**src/rtl/read_pointer_pkg.sv**
```systemverilog
// Shared definitions for the async FIFO pointer blocks (read_pointer / write_pointer).
package read_pointer_pkg;

    localparam int unsigned DEFAULT_ADDR_WIDTH = 4;
    localparam int unsigned PTR_WIDTH          = DEFAULT_ADDR_WIDTH + 1;

    typedef logic [PTR_WIDTH-1:0] ptr_t;

    // Works at any pointer width up to 32; callers cast the result down to their width.
    function automatic logic [31:0] bin2gray(input logic [31:0] i_bin);
        return i_bin ^ (i_bin >> 1);
    endfunction

endpackage

```
**src/rtl/read_pointer_gray2bin.sv**
```systemverilog
// Gray-to-binary converter: each binary bit is the XOR of all Gray bits at or above it.
module read_pointer_gray2bin #(
    parameter int unsigned Width = 5
) (
    input  logic [Width-1:0] i_gray,
    output logic [Width-1:0] o_bin
);

    logic [Width-1:0] w_bin;

    always_comb begin
        w_bin = '0;
        for (int i = 0; i < int'(Width); i++) begin
            w_bin[i] = ^(i_gray >> i);
        end
    end

    assign o_bin = w_bin;

endmodule

```
**src/rtl/read_pointer.sv**
```systemverilog
// Read-domain pointer of the async FIFO: advances on accepted reads, produces the Gray pointer
// for the write domain plus empty / almost_empty / fill level / underflow status.
module read_pointer
    import read_pointer_pkg::*;
#(
    parameter int unsigned ADDR_WIDTH          = DEFAULT_ADDR_WIDTH,
    parameter int unsigned ALMOST_EMPTY_THRESH = 2
) (
    input  logic                  clk,
    input  logic                  reset,
    input  logic                  read_en,
    input  logic [ADDR_WIDTH:0]   sync_wr_ptr,
    output logic [ADDR_WIDTH:0]   rd_ptr_gray,
    output logic [ADDR_WIDTH-1:0] rd_addr,
    output logic                  empty,
    output logic                  almost_empty,
    output logic [ADDR_WIDTH:0]   fill_level,
    output logic                  underflow
);

    localparam int unsigned PtrW = ADDR_WIDTH + 1;

    logic [PtrW-1:0] r_rd_bin;
    logic [PtrW-1:0] r_rd_gray;
    logic            r_empty;
    logic            r_almost_empty;
    logic [PtrW-1:0] r_fill;
    logic            r_underflow;

    logic            w_rd_accept;
    logic [PtrW-1:0] w_rd_bin_next;
    logic [PtrW-1:0] w_rd_gray_next;
    logic [PtrW-1:0] w_wr_bin;
    logic [PtrW-1:0] w_fill_next;
    logic            w_empty_next;
    logic            w_almost_empty_next;

    read_pointer_gray2bin #(
        .Width (PtrW)
    ) u_wr_gray2bin (
        .i_gray (sync_wr_ptr),
        .o_bin  (w_wr_bin)
    );

    // Status is computed from the post-advance pointer so the last read asserts empty at once.
    always_comb begin
        w_rd_accept         = read_en && !r_empty;
        w_rd_bin_next       = r_rd_bin + PtrW'(w_rd_accept);
        w_rd_gray_next      = PtrW'(bin2gray(32'(w_rd_bin_next)));
        w_empty_next        = (w_rd_gray_next == sync_wr_ptr);
        w_fill_next         = w_wr_bin - w_rd_bin_next;
        w_almost_empty_next = (w_fill_next <= PtrW'(ALMOST_EMPTY_THRESH));
    end

    always_ff @(posedge clk) begin
        if (reset) begin
            r_rd_bin       <= '0;
            r_rd_gray      <= '0;
            r_empty        <= 1'b1;
            r_almost_empty <= 1'b1;
            r_fill         <= '0;
            r_underflow    <= 1'b0;
        end else begin
            r_rd_bin       <= w_rd_bin_next;
            r_rd_gray      <= w_rd_gray_next;
            r_empty        <= w_empty_next;
            r_almost_empty <= w_almost_empty_next;
            r_fill         <= w_fill_next;
            r_underflow    <= read_en && r_empty;
        end
    end

    assign rd_ptr_gray  = r_rd_gray;
    assign rd_addr      = r_rd_bin[ADDR_WIDTH-1:0];
    assign empty        = r_empty;
    assign almost_empty = r_almost_empty;
    assign fill_level   = r_fill;
    assign underflow    = r_underflow;

endmodule

```
**config.mk**
```make
export PLATFORM = sky130hd
export DESIGN_NAME = read_pointer
export DESIGN_NICKNAME = d
export VERILOG_FILES = /design/src/rtl/read_pointer_pkg.sv /design/src/rtl/read_pointer_gray2bin.sv /design/src/rtl/read_pointer.sv
export SDC_FILE = /design/constraint.sdc
export NUM_CORES = 1
export LEC_CHECK = 0
export ABC_CLOCK_PERIOD_IN_PS = 3700
export BUFFER_PORTS_ARGS = -buffer_cell sky130_fd_sc_hd__clkbuf_2
export CORE_MARGIN = 3
export CORE_UTILIZATION = 45
export CTS_CLUSTER_SIZE = 25
export DETAILED_ROUTE_END_ITERATION = 10
export PLACE_DENSITY_LB_ADDON = 0.15
export SLEW_MARGIN = 20
export SYNTH_ARGS = -nofsm -noshare
export SYNTH_HDL_FRONTEND = slang
export SYNTH_HIERARCHICAL = 1
export SYNTH_SLANG_ARGS = --single-unit
export TNS_END_PERCENT = 1
```
**constraint.sdc**
```tcl
create_clock -name clk -period 3.7 [get_ports clk]
set_clock_uncertainty 0.05 [all_clocks]
set_input_delay 0.74 -clock clk [delete_from_list [all_inputs] [get_ports clk]]
set_output_delay 0.74 -clock clk [all_outputs]
set_load 0.005 [all_outputs]
```
-- After elaboration in Yosys (flattened, before gate mapping)
Index checks and enable logic that the tools add are counted.
Widths: inputs -> output; s select.
- flip-flop bits (word level): 18
- bits in latches: 0
- bits in writable memories: 0
- ROM bits: 0
- bits of input ports: 8
- output and inout bits: 17
- word-level logic and storage cells: 19
- memories: 0
- add/subtract/negate cells: 2
- multipliers: 0
- divide/modulo/power cells: 0
- order comparisons: 1
- equal/unequal tests: 1
- shift-type cells: 0
- multiplexer cells: 0
- bitwise operators: 1
- reduce and logical (&&, ||, !) cells: 8
- operators by type and width (kind ; number):
    $reduce_xor 5->1 ; 5
    $add 5x1->5 ; 1
    $eq 5x5->1 ; 1
    $le 5x2->1 const B ; 1
    $sub 5x5->5 ; 1
    $xor 5x4->5 ; 1
    $logic_and 1x1->1 ; 2
    $logic_not 1->1 ; 1

-- Logic depth before layout (Yosys ltp)
- depth in word-level cells: 5
- mapped depth: 11
- mapped depth without buffers: 11

-- By module
The synthesis kept the hierarchy.
- modules (own cells, without submodules) (module ; instances ; cells each ; area each (um^2)):
    read_pointer ; 1 ; 94 ; 948.4
    read_pointer_gray2bin ; 1 ; 6 ; 72.6

-- Least setup slack after synthesis
OpenSTA, ideal clock, no wires.
- kind: input -> register
- from: input sync_wr_ptr[4]
- to: register r_almost_empty, in the netlist almost_empty
- library setup time: 0.125 ns
- arrival: 2.430 ns
- data required time: 3.525 ns
- setup slack: 1.094 ns
- stages: 9
- buffers on the path: 0
- cells stage by stage: xor2_2 xnor3_1 inv_1 ha_1 inv_1 ha_1 or4_1 o211ai_2 nor4b_2
- cells in the longest elaborated chain, start to end: 3
- elaborated cells between the ends (all ways): 7
- classes of those cells: add/sub: 1; order compare: 1; reduce/logical: 5
- ends and longest elaborated chain (element ; line ; text):
    from (decl) ; read_pointer.sv:12 ; input logic [ADDR_WIDTH:0] sync_wr_ptr,
    $reduce_xor 5->1 ; read_pointer_gray2bin.sv:14 ; w_bin[i] = ^(i_gray >> i);
    via w_wr_bin[0] ; read_pointer.sv:33 ; logic [PtrW-1:0] w_wr_bin;
    $sub 5x5->5 ; read_pointer.sv:51 ; w_fill_next = w_wr_bin - w_rd_bin_next;
    $le 5x2->1 ; read_pointer.sv:52 ; w_almost_empty_next = (w_fill_next <= PtrW'(ALMOST_EMPTY_THRESH));
    to (signal assigned) ; read_pointer.sv:67 ; r_almost_empty <= w_almost_empty_next;
    to (decl) ; read_pointer.sv:26 ; logic r_almost_empty;
The timed path passes the listed nets, and every way through them passes these cells.
A chain may end at the register's enable or synchronous reset.

-- Final worst setup path
- from: input read_en
- to: register r_almost_empty, in the netlist almost_empty
- cells in the longest elaborated chain, start to end: 4
- ends and longest elaborated chain (element ; line ; text):
    from (decl) ; read_pointer.sv:11 ; input logic read_en,
    $logic_and 1x1->1 ; read_pointer.sv:47 ; w_rd_accept = read_en && !r_empty;
    $add 5x1->5 ; read_pointer.sv:48 ; w_rd_bin_next = r_rd_bin + PtrW'(w_rd_accept);
    $sub 5x5->5 ; read_pointer.sv:51 ;
    $le 5x2->1 ; read_pointer.sv:52 ;
No other way between the ends.

==> tab_implementation.tex <==
\begin{tabular}{lr}
\hline
Metric & Value \\
\hline
\multicolumn{2}{l}{\textbf{Status}} \\
\quad Status & completed \\
\multicolumn{2}{l}{\textbf{Logic synthesis}} \\
\quad Cell type with the highest aggregate area in the netlist & sky130\_fd\_sc\_hd\_\_dfxtp\_1 \\
\quad Syn\_area\_per\_cell & 10.21 µm² \\
\quad Synthesized netlist net count & 112 \\
\quad Number of register bits inferred by synthesis & 17 \\
\quad Part of the Yosys area used for sequential elements & 33.33\% \\
\quad Total number of yosys warnings & 6 \\
\quad Summed instance area of the synthesized netlist & 1021 µm² \\
\quad Proportion of netlist area held by the largest area contributor & 33.33\% \\
\quad Netlist cell types & 36 \\
\quad Largest cells by area after synthesis & sky130\_fd\_sc\_hd\_\_dfxtp\_1, sky130\_fd\_sc\_hd\_\_xnor2\_1, sky130\_fd\_sc\_hd\_\_ha\_1, sky130\_fd\_sc\_hd\_\_nor2\_1, sky130\_fd\_sc\_hd\_\_xor2\_1 \\
\quad Number of standard cells after synthesis & 100 \\
\multicolumn{2}{l}{\textbf{GRT}} \\
\quad Maximum number of pins on one net before global-route repair & 15 \\
\quad Initial antenna violation count & 0 \\
\quad Total track usage & 16.09\% \\
\quad Number of global-route vias before repair & 730 \\
\quad First-pass GRT wire length & 3298 µm \\
\quad Leftover overflow at the end of global routing & 0 \\
\multicolumn{2}{l}{\textbf{Clock network}} \\
\quad CTS H-Tree Depth & 1 \\
\quad Resized Gates After CTS & 0 \\
\quad Setup fix buffers added after clock tree synthesis & 0 \\
\quad Clock latency reported for the late side of the worst-skew pair & 280 ps \\
\quad Master cell of the clock root buffer & sky130\_fd\_sc\_hd\_\_clkbuf\_4 \\
\quad Maximum count of clock buffers along a single path & 2 \\
\quad Total CTS buffers & 3 \\
\quad Reg clk slew, reported paths & 100 ps \\
\quad TritonCTS clock tree & built \\
\quad Clock tree sinks & 17 \\
\quad Number of hold buffers added after CTS & 0 \\
\multicolumn{2}{l}{\textbf{STA}} \\
\quad Min setup slack post-route & 1079 ps \\
\quad Final worst path period share & 70.83\% \\
\quad Final setup viols & 0 \\
\quad Setup\_tns & 0 ps \\
\quad Pin slew with the least headroom to its limit & 403.3 ps \\
\quad Setup repair after global routing missed its margin & no \\
\quad WHS & 498.6 ps \\
\quad Highest Clock Rate & 381.6 MHz \\
\quad Final-report max-slew violation count & 0 \\
\quad Final Hold Violating Endpoints & 0 \\
\quad Final worst path period need & 2621 ps \\
\quad Worst slew margin & 72.98\% \\
\multicolumn{2}{l}{\textbf{Setup path}} \\
\quad Reg-to-reg critical path endpoint & almost\_empty \\
\quad Largest fanout on the critical path & 5 \\
\quad Arrival @ worst endpoint & 2750 ps \\
\quad Endpoint kind of the worst setup timing path & register \\
\quad Startpoint kind of the worst setup timing path & input port \\
\quad Worst reg2reg path depth & 9 \\
\quad Register-to-Register Setup Slack & 1200 ps \\
\quad Reg2reg start & r\_rd\_bin[0] \\
\quad Kind of critical path & input port to register \\
\quad Worst Path Required & 3830 ps \\
\multicolumn{2}{l}{\textbf{Layout}} \\
\quad Commonest non-fill, non-tap cells in the layout & sky130\_fd\_sc\_hd\_\_clkbuf\_2, sky130\_fd\_sc\_hd\_\_dfxtp\_1, sky130\_fd\_sc\_hd\_\_xnor2\_1 \\
\quad Non-Filler Instances & 152 \\
\quad Fill cell instance count of the final layout & 211 \\
\quad Layout area overhead & 15.20\% \\
\quad Area of all sequential standard cells & 340.3 µm² \\
\quad Leading cell type in the layout, fill and taps excluded & sky130\_fd\_sc\_hd\_\_clkbuf\_2 \\
\quad Core utilization of the finished layout & 57.04\% \\
\quad Number of nets in the layout & 138 \\
\quad Number of antenna repair diodes & 0 \\
\quad Post-route cell area & 1176 µm² \\
\quad Multi-input gate area & 639.4 µm² \\
\quad Share of layout cells above drive strength 1 & 31.20\% \\
\multicolumn{2}{l}{\textbf{Hold path}} \\
\quad Worst min path class & register to register \\
\quad Startpoint of the worst hold path & empty \\
\quad Endpoint, Worst Hold & underflow \\
\quad Min-Delay Path Depth & 1 \\
\multicolumn{2}{l}{\textbf{Routing}} \\
\quad Initial DRT Pass Iterations & 4 \\
\quad Final WL & 1893 µm \\
\quad Routed metal-1 wire length & 901 µm \\
\quad Detailed route wirelength on metal2 & 905 µm \\
\quad Total met3 wirelength after detailed routing & 76 µm \\
\quad Highest metal layer with signal wires & met4 \\
\quad Detailed Route Iter0 Violations & 13 \\
\quad Residual DRC & 0 \\
\quad Mean number of vias per cell & 4.875 \\
\quad Total via count in the routed design & 741 \\
\quad Antenna viol nets, final & 0 \\
\quad Average routed wire per standard cell & 12.45 µm \\
\multicolumn{2}{l}{\textbf{Job}} \\
\quad Max-capacitance violation count & 0 \\
\multicolumn{2}{l}{\textbf{Pwr}} \\
\quad Total Power & 452.1 µW \\
\quad Leak pwr & 0.5411 nW \\
\quad Peak supply drop & 0.2467 mV \\
\quad Ratio of total power to cell area & 384.4 nW/µm² \\
\multicolumn{2}{l}{\textbf{Placement}} \\
\quad Setup Slack @ Placement & 770.1 ps \\
\quad Cell count after placement & 148 \\
\quad Gpl congestion & 0.7840 \\
\quad Instance area at placement & 1149 µm² \\
\quad Count of input and output buffers & 24 \\
\quad HPWL reported at the end of detailed placement & 1570 µm \\
\multicolumn{2}{l}{\textbf{Floorplan}} \\
\quad Core Area & 2062 µm² \\
\quad Boundary Pins & 25 \\
\quad Row count & 16 \\
\quad Chip width & 53.63 µm \\
\quad Die H & 53.63 µm \\
\quad Starting density of the core & 49.51\% \\
\quad Die area & 2876 µm² \\
\hline
\end{tabular}
-- sequential cells by signal, indices dropped and copies added, names as in the netlist --
register / count
r_rd_bin: 5
almost_empty: 1
fill_level: 5
underflow: 1
rd_ptr_gray: 4
empty: 1
-- cells in the mapped netlist, drive strengths merged --
library cell,instances
nor3,1
o31a,1
o21a,2
mux2i,3
or2,1
and3b,1
nor2b,4
buf,3
xor2,7
nand2b,2
inv,4
dfxtp,17
or4,1
xor3,1
nand2,6
nor2,13
o211ai,2
xnor2,15
ha,4
o21ai,3
and3,1
xnor3,1
o41ai,1
o31ai,1
and2,2
nand3,2
nor4b,1
-- per-layer routing --
layer | vias to the layer above | GRT usage [%]
met5 | - | 0
met4 | 0 | 8.511
met3 | 2 | 3.047
met2 | 15 | 25.92
met1 | 342 | 20.24
li1 | 382 | -
-- power by group --
part	leakage (nW)	switching, mW	internal (mW)	total [mW]
Clock	0.0177	0.0559	0.0401	0.0960
Sequential	0.140	0.00642	0.202	0.208
Combinational	0.384	0.0743	0.0733	0.148
Total	0.541	0.137	0.315	0.452
-- how the worst max path moves through the flow --
stage	start	to	slack, ps	cells after the start
after floorplan	sync_wr_ptr[4]	almost_empty	1090	9
after global placement	read_en	almost_empty	830	10
after detailed placement	read_en	almost_empty	770	10
after CTS	read_en	almost_empty	1070	10
after global routing	read_en	almost_empty	910	10
final	read_en	almost_empty	1080	10
-- final cells by class --
type	instances	area share [%]
Timing Repair Buffer	24	10.21
Clock buffer	3	1.915
Sequential cell	17	28.94
Clock inverter	1	0.4255
Multi-Input combinational cell	76	54.36
Tap cell	27	2.872
Inverter	4	1.277
-- cell families (layout without fill, tap and decap cells) --
family                   after synthesis  in the layout  synth area share [%]
buffers and inverters                  7             32                 4.043
adder cells (fa/ha/maj)                4              4                 4.902
XOR/XNOR                              24             24                 26.72
AO/OA/AOI/OAI                         10             10                 8.457
multiplexers                           3              3                 4.167
flip-flops                            17             17                 33.33
AND/OR/NAND/NOR                       35             35                 18.38
-- critical path, cell delays in order --
cell                       delay [ps]
sky130_fd_sc_hd__clkbuf_2          90
sky130_fd_sc_hd__and3b_1          340
sky130_fd_sc_hd__nand3_2          200
sky130_fd_sc_hd__xor2_4           230
sky130_fd_sc_hd__ha_1             380
sky130_fd_sc_hd__nand2_1           90
sky130_fd_sc_hd__o21ai_0          180
sky130_fd_sc_hd__o21a_1           150
sky130_fd_sc_hd__mux2i_1          280
sky130_fd_sc_hd__nor4b_2           80
(Power assumes the default switching activity.)
